File: config.mk
export PLATFORM = sky130hd
export DESIGN_NAME = spi_master_multi
export DESIGN_NICKNAME = d
export VERILOG_FILES = /design/src/rtl/spi_master_multi.sv
export SDC_FILE = /design/constraint.sdc
export NUM_CORES = 1
export LEC_CHECK = 0
export BUFFER_PORTS_ARGS = -buffer_cell sky130_fd_sc_hd__clkbuf_2
export CAP_MARGIN = 20
export CORE_MARGIN = 3
export CORE_UTILIZATION = 32
export CTS_BUF_LIST = sky130_fd_sc_hd__clkbuf_8 sky130_fd_sc_hd__clkbuf_16
export CTS_CLUSTER_DIAMETER = 100
export DETAILED_ROUTE_END_ITERATION = 8
export PLACE_DENSITY = 0.47
export SETUP_SLACK_MARGIN = 0.3
export SKIP_LAST_GASP = 1
export SLEW_MARGIN = 20
export SYNTH_ARGS = -nofsm -noshare
export SYNTH_HDL_FRONTEND = slang
export SYNTH_SLANG_ARGS = --single-unit
File: constraint.sdc
create_clock -name clk -period 3.3 [get_ports clk]
set_clock_uncertainty 0.1 [all_clocks]
set_input_delay 0.33 -clock clk [delete_from_list [all_inputs] [get_ports clk]]
set_output_delay 0.33 -clock clk [all_outputs]
set_load 0.02 [all_outputs]
File: src/rtl/spi_master_multi.sv
// spi_master_multi: SPI master with runtime divider/mode, one-hot chip
// selects and chip-select hold across multi-word bursts.
// Ports: clk, rst_n (async, active-low); start + data_in/cs_sel/cpol/cpha/
// div/hold_cs request one word; cs_release ends a held burst; miso in;
// sck/mosi/cs_n drive the bus; data_out/new_data return the received
// word; busy is high while a word is in flight.
module spi_master_multi #(
    parameter int DATA_W = 8,
    parameter int NUM_CS = 4,
    parameter int DIV_W  = 8,
    localparam int CS_W  = $clog2(NUM_CS)
) (
    input  logic              clk,
    input  logic              rst_n,
    input  logic              start,
    input  logic [DATA_W-1:0] data_in,
    input  logic [CS_W-1:0]   cs_sel,
    input  logic              cpol,
    input  logic              cpha,
    input  logic [DIV_W-1:0]  div,
    input  logic              hold_cs,
    input  logic              cs_release,
    input  logic              miso,
    output logic              sck,
    output logic              mosi,
    output logic [NUM_CS-1:0] cs_n,
    output logic [DATA_W-1:0] data_out,
    output logic              new_data,
    output logic              busy
);
    localparam int EW   = $clog2(2 * DATA_W) + 1;
    localparam int CSW1 = CS_W + 1;

    localparam logic [EW-1:0]     LAST_M1 = EW'(2 * DATA_W - 1);
    localparam logic [CS_W:0]     NCS     = CSW1'(NUM_CS);
    localparam logic [NUM_CS-1:0] CS_ONE  = NUM_CS'(1);
    localparam logic [NUM_CS-1:0] CS_OFF  = '1;

    localparam logic [2:0] S_IDLE  = 3'd0;
    localparam logic [2:0] S_SETUP = 3'd1;
    localparam logic [2:0] S_XFER  = 3'd2;
    localparam logic [2:0] S_TAIL  = 3'd3;
    localparam logic [2:0] S_HOLD  = 3'd4;
    localparam logic [2:0] S_DESEL = 3'd5;

    logic [2:0]        state_q, state_d;
    logic [DIV_W-1:0]  cnt_q, cnt_d, cnt_inc;
    logic [EW-1:0]     ecnt_q, ecnt_d;
    logic [CS_W-1:0]   sel_q, sel_d;
    logic              cpol_q, cpol_d;
    logic              cpha_q, cpha_d;
    logic [DIV_W-1:0]  div_q, div_d;
    logic              hold_q, hold_d;
    logic              pend_q, pend_d;
    logic [DATA_W-1:0] tx_q, tx_d;
    logic [DATA_W-1:0] rx_q, rx_d;
    logic              sck_q, sck_d;
    logic              mosi_q, mosi_d;
    logic [NUM_CS-1:0] cs_n_q, cs_n_d;
    logic [DATA_W-1:0] dout_q, dout_d;
    logic              nd_q, nd_d;
    logic              busy_q, busy_d;
    logic              sel_ok, accept, hit;

    always_comb begin
        state_d = state_q;
        cnt_d   = cnt_q;
        ecnt_d  = ecnt_q;
        sel_d   = sel_q;
        cpol_d  = cpol_q;
        cpha_d  = cpha_q;
        div_d   = div_q;
        hold_d  = hold_q;
        pend_d  = pend_q;
        tx_d    = tx_q;
        rx_d    = rx_q;
        sck_d   = sck_q;
        mosi_d  = mosi_q;
        cs_n_d  = cs_n_q;
        dout_d  = dout_q;
        nd_d    = 1'b0;
        busy_d  = busy_q;
        cnt_inc = cnt_q + DIV_W'(1);
        hit     = (cnt_q == div_q);
        sel_ok  = ({1'b0, cs_sel} < NCS);
        accept  = start && sel_ok &&
                  (state_q == S_IDLE || state_q == S_HOLD);

        if (accept) begin
            sel_d  = cs_sel;
            cpol_d = cpol;
            cpha_d = cpha;
            div_d  = div;
            hold_d = hold_cs;
            busy_d = 1'b1;
            cnt_d  = '0;
            ecnt_d = '0;
            rx_d   = '0;
            sck_d  = cpol;
            pend_d = 1'b0;
            // cpha=0 presents the MSB during SETUP; cpha=1 shifts it
            // out on the first edge.
            tx_d   = cpha ? data_in : {data_in[DATA_W-2:0], 1'b0};
            mosi_d = cpha ? 1'b0 : data_in[DATA_W-1];
            if (state_q == S_HOLD && cs_sel != sel_q) begin
                state_d = S_DESEL;
                pend_d  = 1'b1;
                cs_n_d  = CS_OFF;
            end else begin
                state_d = S_SETUP;
                cs_n_d  = ~(CS_ONE << cs_sel);
            end
        end else begin
            case (state_q)
                S_IDLE: ;
                S_HOLD: begin
                    if (cs_release) begin
                        state_d = S_DESEL;
                        cnt_d   = '0;
                        pend_d  = 1'b0;
                        cs_n_d  = CS_OFF;
                    end
                end
                S_SETUP, S_XFER: begin
                    if (hit) begin
                        cnt_d  = '0;
                        sck_d  = ~sck_q;
                        ecnt_d = ecnt_q + EW'(1);
                        // Even count = leading edge; sample on leading
                        // when cpha=0, on trailing when cpha=1.
                        if (ecnt_q[0] == cpha_q) begin
                            rx_d = {rx_q[DATA_W-2:0], miso};
                        end else begin
                            mosi_d = tx_q[DATA_W-1];
                            tx_d   = {tx_q[DATA_W-2:0], 1'b0};
                        end
                        if (state_q == S_SETUP) begin
                            state_d = S_XFER;
                        end else if (ecnt_q == LAST_M1) begin
                            state_d = S_TAIL;
                        end
                    end else begin
                        cnt_d = cnt_inc;
                    end
                end
                S_TAIL: begin
                    if (hit) begin
                        cnt_d  = '0;
                        dout_d = rx_q;
                        nd_d   = 1'b1;
                        busy_d = 1'b0;
                        if (hold_q) begin
                            state_d = S_HOLD;
                        end else begin
                            state_d = S_IDLE;
                            cs_n_d  = CS_OFF;
                            mosi_d  = 1'b0;
                        end
                    end else begin
                        cnt_d = cnt_inc;
                    end
                end
                S_DESEL: begin
                    if (hit) begin
                        cnt_d = '0;
                        if (pend_q) begin
                            state_d = S_SETUP;
                            pend_d  = 1'b0;
                            cs_n_d  = ~(CS_ONE << sel_q);
                        end else begin
                            state_d = S_IDLE;
                            mosi_d  = 1'b0;
                        end
                    end else begin
                        cnt_d = cnt_inc;
                    end
                end
                default: begin
                    state_d = S_IDLE;
                    cs_n_d  = CS_OFF;
                    busy_d  = 1'b0;
                end
            endcase
        end
    end

    always_ff @(posedge clk or negedge rst_n) begin
        if (!rst_n) begin
            state_q <= S_IDLE;
            cnt_q   <= '0;
            ecnt_q  <= '0;
            sel_q   <= '0;
            cpol_q  <= 1'b0;
            cpha_q  <= 1'b0;
            div_q   <= '0;
            hold_q  <= 1'b0;
            pend_q  <= 1'b0;
            tx_q    <= '0;
            rx_q    <= '0;
            sck_q   <= 1'b0;
            mosi_q  <= 1'b0;
            cs_n_q  <= CS_OFF;
            dout_q  <= '0;
            nd_q    <= 1'b0;
            busy_q  <= 1'b0;
        end else begin
            state_q <= state_d;
            cnt_q   <= cnt_d;
            ecnt_q  <= ecnt_d;
            sel_q   <= sel_d;
            cpol_q  <= cpol_d;
            cpha_q  <= cpha_d;
            div_q   <= div_d;
            hold_q  <= hold_d;
            pend_q  <= pend_d;
            tx_q    <= tx_d;
            rx_q    <= rx_d;
            sck_q   <= sck_d;
            mosi_q  <= mosi_d;
            cs_n_q  <= cs_n_d;
            dout_q  <= dout_d;
            nd_q    <= nd_d;
            busy_q  <= busy_d;
        end
    end

    assign sck      = sck_q;
    assign mosi     = mosi_q;
    assign cs_n     = cs_n_q;
    assign data_out = dout_q;
    assign new_data = nd_q;
    assign busy     = busy_q;

endmodule

==> summary.txt, run 1 <==
Floorplan
  – Io pins: 42
  – CORE AREA: 9420 um2
  – Die Ht: 105 um
  – Rows: 35
  – Die Area: 11100 um2
  – Die X: 105 um
  – Initial Utilization: 33.6%

Detailed routing
  – Routed WL: 7080 um
  – Total number of vias: 2492
  – Residual DRC: 0
  – WL/cell: 13.9 um
  – Final ANT Viol Nets: 0
  – Vias per cell: 4.88
  – Iteration-0 DRC Markers: 60
  – Initial DRT Pass Iterations: 4

Worst setup path
  – Reg-to-reg startpoint: state_q[1]
  – Critical path class: reg2reg
  – R2r setup slk: 0.84 ns
  – Crit-path max FO: 15
  – Register-to-Register Path Depth: 4
  – Critical Path Start Type: flop
  – Worst reg2reg endpoint: data_out[1]
  – Worst EP required: 3.42 ns
  – WP data arrival: 2.58 ns
  – Crit. End Element: flop

Timing
  – F_max: 407 MHz
  – Setup_tns: 0 ns
  – Hold WS: 0.0495 ns
  – Final hold viol count: 0
  – Final setup vio count: 0
  – Fin crit period: 2.46 ns
  – Final Cycle Share: 74.4%
  – RSZ-0062 raised after global routing: false
  – Slew Limit Fails: 0
  – Worst-margin pin slew: 0.778 ns
  – Final WS setup: 0.845 ns
  – Slew HR: 48.1%

Placement
  – Inst Count DP: 495
  – Post-Place Worst Slack: 0.832 ns
  – Port Buffer Count: 41
  – Placed Area: 3500 um2
  – Dpl hpwl: 5130 um
  – GPL Wtd Cong: 0.750

Synth
  – Warnings, synthesis: 0
  – Top FF cell, synth: dfrtp_1
  – Syn Nets: 367
  – Post-synth ARST share: 100%
  – Cell count after synthesis: 338
  – Synthesized area per cell: 9.36 um2
  – Yosys reg bits: 61
  – Post-synth EDFFs: 0
  – Sequential element share of the synthesized area: 48.4%
  – Yosys cell types: 47
  – Synthesized cell area: 3160 um2

CTS
  – CTS buffer count: 9
  – # Post-CTS Setup Buffers: 0
  – CTS clock-pin slew for the worst setup and hold paths: 0.07 ns
  – Clock root buffer: clkbuf_8
  – TritonCTS clock tree: yes
  – Hold_buf cts: 0
  – Max Buffers Root-to-Sink: 2
  – # clock sinks: 61
  – Post-CTS sizing: 0
  – Worst skew pair latency: 0.34 ns
  – H-tree Lvls: 3

Outcome
  – Status: completed

Global route
  – Largest net degree at the start of global routing: 62
  – Number of global-route vias before repair: 2406
  – GRT Total Usage: 13.3%
  – Total congestion overflow: 0
  – Initial antenna violation count: 0
  – First-pass GRT wire length: 11800 um

Finish
  – Fillers: 973
  – Cell area after layout: 3660 um2
  – Layout cells sized above 1: 21.5%
  – Most common cell after layout, fill and taps aside: nand2_1
  – Final nets: 406
  – Core Util, Final: 38.9%
  – Final non-filler cell total: 511
  – P&R area growth vs syn: 15.7%
  – Antenna Cells: 0
  – Most frequent cells in the layout: 67 x nand2_1, 57 x dfrtp_1, 41 x clkbuf_2, 26 x o21ai_0, 20 x a21oi_1

Job
  – Maxcap violations: 0

Power and ir drop
  – Leakage: 1.67 nW
  – Pwr per Cell Area: 757 nW/um2
  – Highest ir drop seen on vdd: 0.287 mV
  – PnR Total Power: 2.77 mW

Worst hold path
  – Tightest Hold Check Type: in2async
==> cell type report <==
cell class                 count  area (um2)  share of cell area (%)
clock buffer                   9         124                    3.38
sequential                    61        1530                    41.8
clock inverter                 7        42.5                    1.16
inverter                      12        45.0                    1.23
timing repair buffer          45         235                    6.42
tap                          129         161                    4.41
multi-input combinational    248        1520                    41.6
==> Yosys cell counts, types with 3 or more instances <==
library cell,instances,area [um2]
and3_1,3,18.8
nor2b_1,10,62.6
dfrtp_1,57,1430
o21ai_0,26,130
a21o_1,3,22.5
nor4_1,5,31.3
a21oi_1,20,100
a211oi_1,9,67.6
or3_1,3,18.8
ha_1,3,37.5
nor2_1,14,52.6
nand3_1,11,55.1
xnor2_1,14,123
nor3b_1,6,45.0
nand2_1,67,251
inv_1,12,45.0
mux2i_1,7,70.1
xor2_1,6,52.6
mux2_2,13,146
buf_2,4,20.0
clkbuf_1,12,45.0
dfstp_2,4,105
==> critical path, stage by stage, from the launching register on <==
cell and delay, ns:
dfrtp_1 0.62, nor2b_1 0.44, nand2_1 0.19, nor3_2 0.59
mux2_2 0.41
==> worst max path at each step <==
| stage | from | end | slack, ns | cells after the start |
|---|---|---|---|---|
| 2_1_floorplan | cnt_q[4] | ecnt_q[2] | 1.33 | 6 |
| 3_3_place_gp | state_q[1] | data_out[7] | 0.92 | 4 |
| 3_5_place_dp | state_q[1] | data_out[1] | 0.83 | 4 |
| 4_1_cts | state_q[1] | data_out[1] | 0.82 | 4 |
| 5_1_grt | state_q[1] | data_out[1] | 0.63 | 4 |
| 6_report | state_q[1] | data_out[1] | 0.84 | 4 |
==> power by group <==
group	internal, mW	switching (mW)
sequential	0.958	0.222
clock	0.266	0.297
combinational	0.410	0.618
==> cell families after synthesis <==
group / Yosys count / synth area share [%]
compound gates: 74 / 14.1
xor+xnor: 20 / 5.54
fa+ha+maj: 3 / 1.19
buf+inv: 29 / 3.64
flops: 61 / 48.4
mux: 20 / 6.84
simple gates: 131 / 20.3
==> registers in the layout (all words and copies together), names as in the netlist <==
register	count
hold_q	1
cnt_q	8
tx_q	8
pend_q	1
mosi	1
ecnt_q	5
sel_q	2
new_data	1
cpha_q	1
rx_q	8
busy	1
cs_n	4
div_q	8
state_q	3
sck	1
data_out	8
==> routing by layer <==
layer / vias to the layer above / wire length, um / track usage, % / part of all wire, %
met5: - / 0 / 0 / 0
met4: 0 / 139 / 5.53 / 2.0
met2: 36 / 3320 / 20.1 / 47
met3: 11 / 233 / 3.37 / 3.3
li1: 1250 / - / - / -
met1: 1195 / 3390 / 17.9 / 48
Power figures use the tool's default switching activity.
==> run 2: changes to the inputs <==
==> constraint.sdc (replaced) <==
create_clock -name clk -period 2.33 [get_ports clk]
set_clock_uncertainty 0.1 [all_clocks]
set_input_delay 0.233 -clock clk [delete_from_list [all_inputs] [get_ports clk]]
set_output_delay 0.233 -clock clk [all_outputs]
set_load 0.02 [all_outputs]
==> run 2 against run 1 <==
Effect of this change:
- fmax increased by 28%
- sequential share of layout area decreased by 3.5 points
- flip-flop and latch count unchanged
- cell count increased by 4.9%
- global-route usage increased by 0.22 points
- sequential power increased by 42%
- setup slack got worse by 0.43 ns
- count of clock-buffer cells in the layout increased by 2
- combinational power increased by 64%
- wire length increased by 1.5%
- register-to-register slack got worse by 0.43 ns
- critical path depth increased by 1
- highest routed layer unchanged
==> summary.txt, run 2 (synthesis results as in run 1) <==
Timing
  – RSZ-0062 raised after global routing: false
  – Hold WS: 0.0202 ns
  – Final Cycle Share: 82.1%
  – Slew Limit Fails: 0
  – Final setup vio count: 0
  – Final hold viol count: 0
  – Slew HR: 73.1%
  – F_max: 523 MHz
  – Final WS setup: 0.418 ns
  – Fin crit period: 1.91 ns
  – Worst-margin pin slew: 0.402 ns
  – Setup_tns: 0 ns

Detailed routing
  – Iteration-0 DRC Markers: 87
  – WL/cell: 13.4 um
  – Vias per cell: 4.82
  – Initial DRT Pass Iterations: 4
  – Total number of vias: 2586
  – Residual DRC: 0
  – Routed WL: 7190 um
  – Final ANT Viol Nets: 0

Outcome
  – Status: completed

Placement
  – GPL Wtd Cong: 0.806
  – Dpl hpwl: 5080 um
  – Post-Place Worst Slack: 0.314 ns
  – Inst Count DP: 507
  – Placed Area: 3600 um2
  – Port Buffer Count: 41

Worst setup path
  – Slowest stage delay, CP: 0.57 ns
  – Worst EP required: 2.45 ns
  – CP delay by family, top: simple AND/OR/NAND/NOR gates
  – Worst path slowest cell: or4_1
  – Critical path cell sequence: xor2_1, or4_1, nor4_4, buf_6, o21ai_0
  – Critical Path Start Type: flop
  – Critical path class: reg2reg
  – Buf+Inv Stages, Crit Path: 1
  – R2r setup slk: 0.42 ns
  – Crit. End Element: flop
  – WP data arrival: 2.03 ns
  – Crit-path max FO: 16

Finish
  – Cell area after layout: 4020 um2
  – Most common cell after layout, fill and taps aside: nand2_1
  – Final nets: 431
  – P&R area growth vs syn: 26.9%
  – Layout cells sized above 1: 27.3%
  – Antenna Cells: 0
  – Most frequent cells in the layout: 67 x nand2_1, 52 x dfrtp_1, 41 x clkbuf_2, 26 x o21ai_0, 20 x a21oi_1
  – Final non-filler cell total: 536

Floorplan
  – Rows: 35
  – Die Area: 11100 um2
  – Die Ht: 105 um
  – Io pins: 42
  – CORE AREA: 9420 um2
  – Initial Utilization: 33.6%
  – Die X: 105 um

CTS
  – Clock root buffer: clkbuf_8
  – CTS clock-pin slew for the worst setup and hold paths: 0.07 ns
  – Worst skew pair latency: 0.34 ns
  – # clock sinks: 61
  – CTS buffer count: 9
  – TritonCTS clock tree: yes
  – Max Buffers Root-to-Sink: 2
  – H-tree Lvls: 3

Power and ir drop
  – Leakage: 1.84 nW
  – Highest ir drop seen on vdd: 0.480 mV
  – Pwr per Cell Area: 1080 nW/um2

Global route
  – Total congestion overflow: 0
  – Number of global-route vias before repair: 2597
  – Largest net degree at the start of global routing: 62
  – Initial antenna violation count: 0
  – GRT Total Usage: 13.5%
  – First-pass GRT wire length: 12300 um

Job
  – Maxcap violations: 0

Worst hold path
  – Tightest Hold Check Type: in2reg
-- run 2: metal layers --
| metal | routed length (um) | share of wire [%] | GRT usage, % | vias to the layer above |
|---|---|---|---|---|
| li1 | - | - | - | 1305 |
| met1 | 3480 | 48 | 17.4 | 1234 |
| met2 | 3400 | 47 | 22.4 | 38 |
| met3 | 216 | 3.0 | 3.25 | 9 |
| met4 | 93 | 1.3 | 3.94 | 0 |
| met5 | 0 | 0 | 0 | - |
-- run 2: path summary, 6_finish.rpt --
path,start,to,depth (start not counted)
hold / removal,div[4],div_q[4],3
max in group asynchronous,rst_n,cs_n[3],3
setup / recovery,cnt_q[5],rx_q[4],5
setup reg to reg,cnt_q[5],rx_q[4],5
hold reg to reg,ecnt_q[4],ecnt_q[4],2
min in group asynchronous,rst_n,data_out[0],3
-- run 2: final cells by class --
class / instances / area, um2
inverter: 12 / 45.0
fill: 964 / 5400
sequential: 61 / 1540
tap: 129 / 161
clock buffer: 11 / 151
timing repair buffer: 70 / 467
multi-input combinational: 248 / 1600
clock inverter: 5 / 51.3
-- run 2: repair_timing --
action                                  in CTS  in global routing
hold endpoints to repair                    67                  0
pin swaps                                    0                  2
hold buffers                                11                  0
endpoints found under the setup margin       1                 35
buffers inserted                             0                  2
resized for setup                            1                 18
-- run 2: tightest hold or removal path, stage by stage --
cell and delay (ns):
clkbuf_2 0.08, nand2_1 0.05, nand2_1 0.05
-- run 2: per-stage QoR --
step	power, mW	utilization (%)
after CTS	4.23	41.5
after global placement	3.22	38.2
after detailed placement	3.23	38.2
final	4.33	42.6
after floorplan	2.73	-
after global routing	4.67	42.6
-- run 2: where the power goes --
group	switching [mW]	internal [mW]
clock network	0.415	0.545
registers	0.322	1.36
logic	0.937	0.753
==> run 3: changes to the inputs <==
--- a/config.mk
+++ b/config.mk
@@ -5,6 +5,7 @@
 export SDC_FILE = /design/constraint.sdc
 export NUM_CORES = 1
 export LEC_CHECK = 0
+export ABC_AREA = 1
 export BUFFER_PORTS_ARGS = -buffer_cell sky130_fd_sc_hd__clkbuf_2
 export CAP_MARGIN = 20
 export CORE_MARGIN = 3
==> constraint.sdc (replaced) <==
create_clock -name clk -period 1.9 [get_ports clk]
set_clock_uncertainty 0.1 [all_clocks]
set_input_delay 0.19 -clock clk [delete_from_list [all_inputs] [get_ports clk]]
set_output_delay 0.19 -clock clk [all_outputs]
set_load 0.02 [all_outputs]
==> run 3 against run 2 <==
Effect of this change:
- combinational power is 80% higher
- count of clock-buffer cells in the layout fell by 2
- via count grew 7.6%
- cell area increased by 8.9%
- wire length increased by 9.0%
- critical path type unchanged
==> summary.txt, run 3 <==
Outcome
  – Status: completed

Power and ir drop
  – Leakage: 2.17 nW
  – Internal power: 3.56 mW
  – Power share of the combinational group: 48.6%
  – Switching Power: 2.69 mW
  – Pwr per Cell Area: 1430 nW/um2
  – Sw Share: 43.0%
  – Share of power burned in registers: 30.6%
  – Clock share of power: 20.9%
  – Highest ir drop seen on vdd: 0.452 mV

Worst setup path
  – Critical Path Start Type: flop
  – Buf+Inv Stages, Crit Path: 1
  – Worst EP required: 2.02 ns
  – Crit. End Element: flop
  – Slowest stage delay, CP: 0.42 ns
  – Critical path cell sequence: inv_2, nand2_1, nand2_1, nand2_4, nor2_8, nand2_8, nor2_4, nand2_2, nand2_4, o22ai_1
  – CP delay by family, top: simple AND/OR/NAND/NOR gates
  – Critical path class: reg2reg
  – Crit-path max FO: 8
  – Worst path slowest cell: dfrtp_1
  – WP data arrival: 1.76 ns

Job
  – Maxcap violations: 0

Finish
  – Most common cell after layout, fill and taps aside: nand2_1
  – Fillers: 1031
  – Antenna Cells: 0
  – Cell area after layout: 4370 um2
  – P&R area growth vs syn: 34.9%
  – Layout cells sized above 1: 36.3%
  – Final nets: 503
  – Most frequent cells in the layout: 103 x nand2_1, 54 x dfrtp_1, 41 x clkbuf_2, 40 x inv_1, 27 x buf_4

Global route
  – Number of global-route vias before repair: 2759
  – GRT Total Usage: 14.8%
  – First-pass GRT wire length: 13300 um
  – Initial antenna violation count: 0
  – Largest net degree at the start of global routing: 62
  – Total congestion overflow: 0

Floorplan
  – Die X: 107 um
  – Die Area: 11400 um2
  – CORE AREA: 9820 um2
  – Rows: 36
  – Initial Utilization: 33.0%
  – Io pins: 42
  – Die Ht: 107 um

CTS
  – H-tree Lvls: 3
  – Clock root buffer: clkbuf_8
  – Max Buffers Root-to-Sink: 2
  – Worst skew pair latency: 0.34 ns
  – # clock sinks: 61
  – CTS buffer count: 9
  – TritonCTS clock tree: yes
  – CTS clock-pin slew for the worst setup and hold paths: 0.07 ns

Synth
  – Cell count after synthesis: 382
  – Post-synth top area share: 44.0%
  – Post-synth EDFFs: 0
  – Yosys reg bits: 61
  – Synthesized cell area: 3240 um2
  – Synthesized area per cell: 8.48 um2
  – Largest cells by area after synthesis: dfrtp_1 44%, nand2_1 13%, inv_1 5.2%, dfstp_2 3.2%, nor2_1 2.5%
  – Warnings, synthesis: 0
  – Yosys top cell by area: dfrtp_1
  – Most numerous cell in the Yosys netlist: nand2_1
  – Yosys cell types: 34
  – Sequential element share of the synthesized area: 47.3%
  – Syn Nets: 411
  – Post-synth ARST share: 100%
  – Post-synth top cells: 116 x nand2_1, 57 x dfrtp_1, 45 x inv_1
  – Top FF cell, synth: dfrtp_1

Worst hold path
  – Tightest Hold Check Type: in2reg

Detailed routing
  – Initial DRT Pass Iterations: 6
  – Residual DRC: 0
  – Total number of vias: 2783
  – Vias per cell: 4.55
  – Routed WL: 7830 um
  – Final ANT Viol Nets: 0
  – Iteration-0 DRC Markers: 128
  – WL/cell: 12.8 um

Timing
  – Worst-margin pin slew: 0.359 ns
  – Final WS setup: 0.267 ns
  – Final Cycle Share: 86.0%
  – RSZ-0062 raised after global routing: true
  – Setup_tns: 0 ns
  – Fin crit period: 1.63 ns
  – Final hold viol count: 0
  – Hold WS: 0.0339 ns
  – Final setup vio count: 0
  – F_max: 612 MHz
  – Slew Limit Fails: 0
  – Slew HR: 76.0%

Placement
  – Post-Place Worst Slack: 0.179 ns
  – Placed Area: 3640 um2
  – GPL Wtd Cong: 0.891
  – Port Buffer Count: 41
  – Dpl hpwl: 5360 um
-- run 3: cell count changes in the layout (fill, tap and decap cells not counted), sizes merged, moves of 10 or more --
cell | before | now
nand2 | 67 | 133
inv | 13 | 54
nor2 | 14 | 32
buf | 18 | 31
mux2 | 13 | 0
a21oi | 20 | 8
nor2b | 10 | 0
-- run 3: final timing paths --
check,slack [ns],endpoint,cells past startpoint,start
min,0.03,sel_q[0],3,cs_sel[0]
max reg2reg,0.27,rx_q[3],10,cnt_q[4]
min reg2reg,0.38,pend_q,2,pend_q
min in group asynchronous,0.28,data_out[6],3,rst_n
max,0.27,rx_q[3],10,cnt_q[4]
max in group asynchronous,1.08,cs_n[3],3,rst_n
-- run 3: through the flow --
stage	std cells	total power, mW	utilization (%)
after global routing	612	6.76	44.5
after floorplan	382	3.74	-
after CTS	600	6.07	42.6
after detailed placement	557	4.35	37.1
final	612	6.25	44.5
after global placement	557	4.33	37.1
-- run 3: repair_timing --
item / in CTS / in global routing
cloned: 2 / 0
pin swaps: 15 / 14
resized for setup: 22 / 34
setup endpoints to repair: 40 / 47
hold endpoints to repair: 68 / 0
buffers inserted: 13 / 12
hold buffers: 12 / 0
-- run 3: power groups by stage --
stage / Clock, mW / Sequential [mW] / Combinational (mW)
4_1_cts: 1.36 / 1.91 / 2.80
2_1_floorplan: 0 / 1.97 / 1.77
5_1_grt: 1.43 / 1.96 / 3.37
6_report: 1.30 / 1.91 / 3.04
3_3_place_gp: 0 / 1.93 / 2.40
3_5_place_dp: 0 / 1.94 / 2.41
-- run 3: cell type report --
cell class,instances,area [um2],area share (%)
clock buffers,9,124,2.83
well taps,133,166,3.81
multi-input cells,263,1620,37.2
repair inverters,1,6.26,0.143
repair buffers,84,582,13.3
clock inverters,7,100,2.29
inverters,54,233,5.32
flip-flops and latches,61,1540,35.1
-- run 3: routing by layer --
layer / GRT usage (%) / up-vias / wire, um
met3: 3.97 / 7 / 315
met4: 4.11 / 0 / 99
met5: 0 / - / 0
li1: - / 1416 / -
met2: 23.3 / 59 / 3620
met1: 20.0 / 1301 / 3800
-- run 3: cell families (layout without fill, tap and decap cells) --
kind of cell / after synthesis / in the layout / synth area share [%]
AOI/OAI and AO/OA: 59 / 59 / 11.9
and+or+nand+nor: 188 / 189 / 29.0
adders and majority gates: 3 / 3 / 1.16
DFF: 61 / 61 / 47.3
buffers and inverters: 59 / 155 / 7.45
xor gates and xnor gates: 12 / 12 / 3.24
-- run 3: worst register-to-register path, cell delays in order, from the launching register on --
cell and delay (ns):
dfrtp_1 0.42, inv_2 0.07, nand2_1 0.04, nand2_1 0.09, nand2_4 0.07, nor2_8 0.17
nand2_8 0.11, nor2_4 0.15, nand2_2 0.08, nand2_4 0.12, o22ai_1 0.09
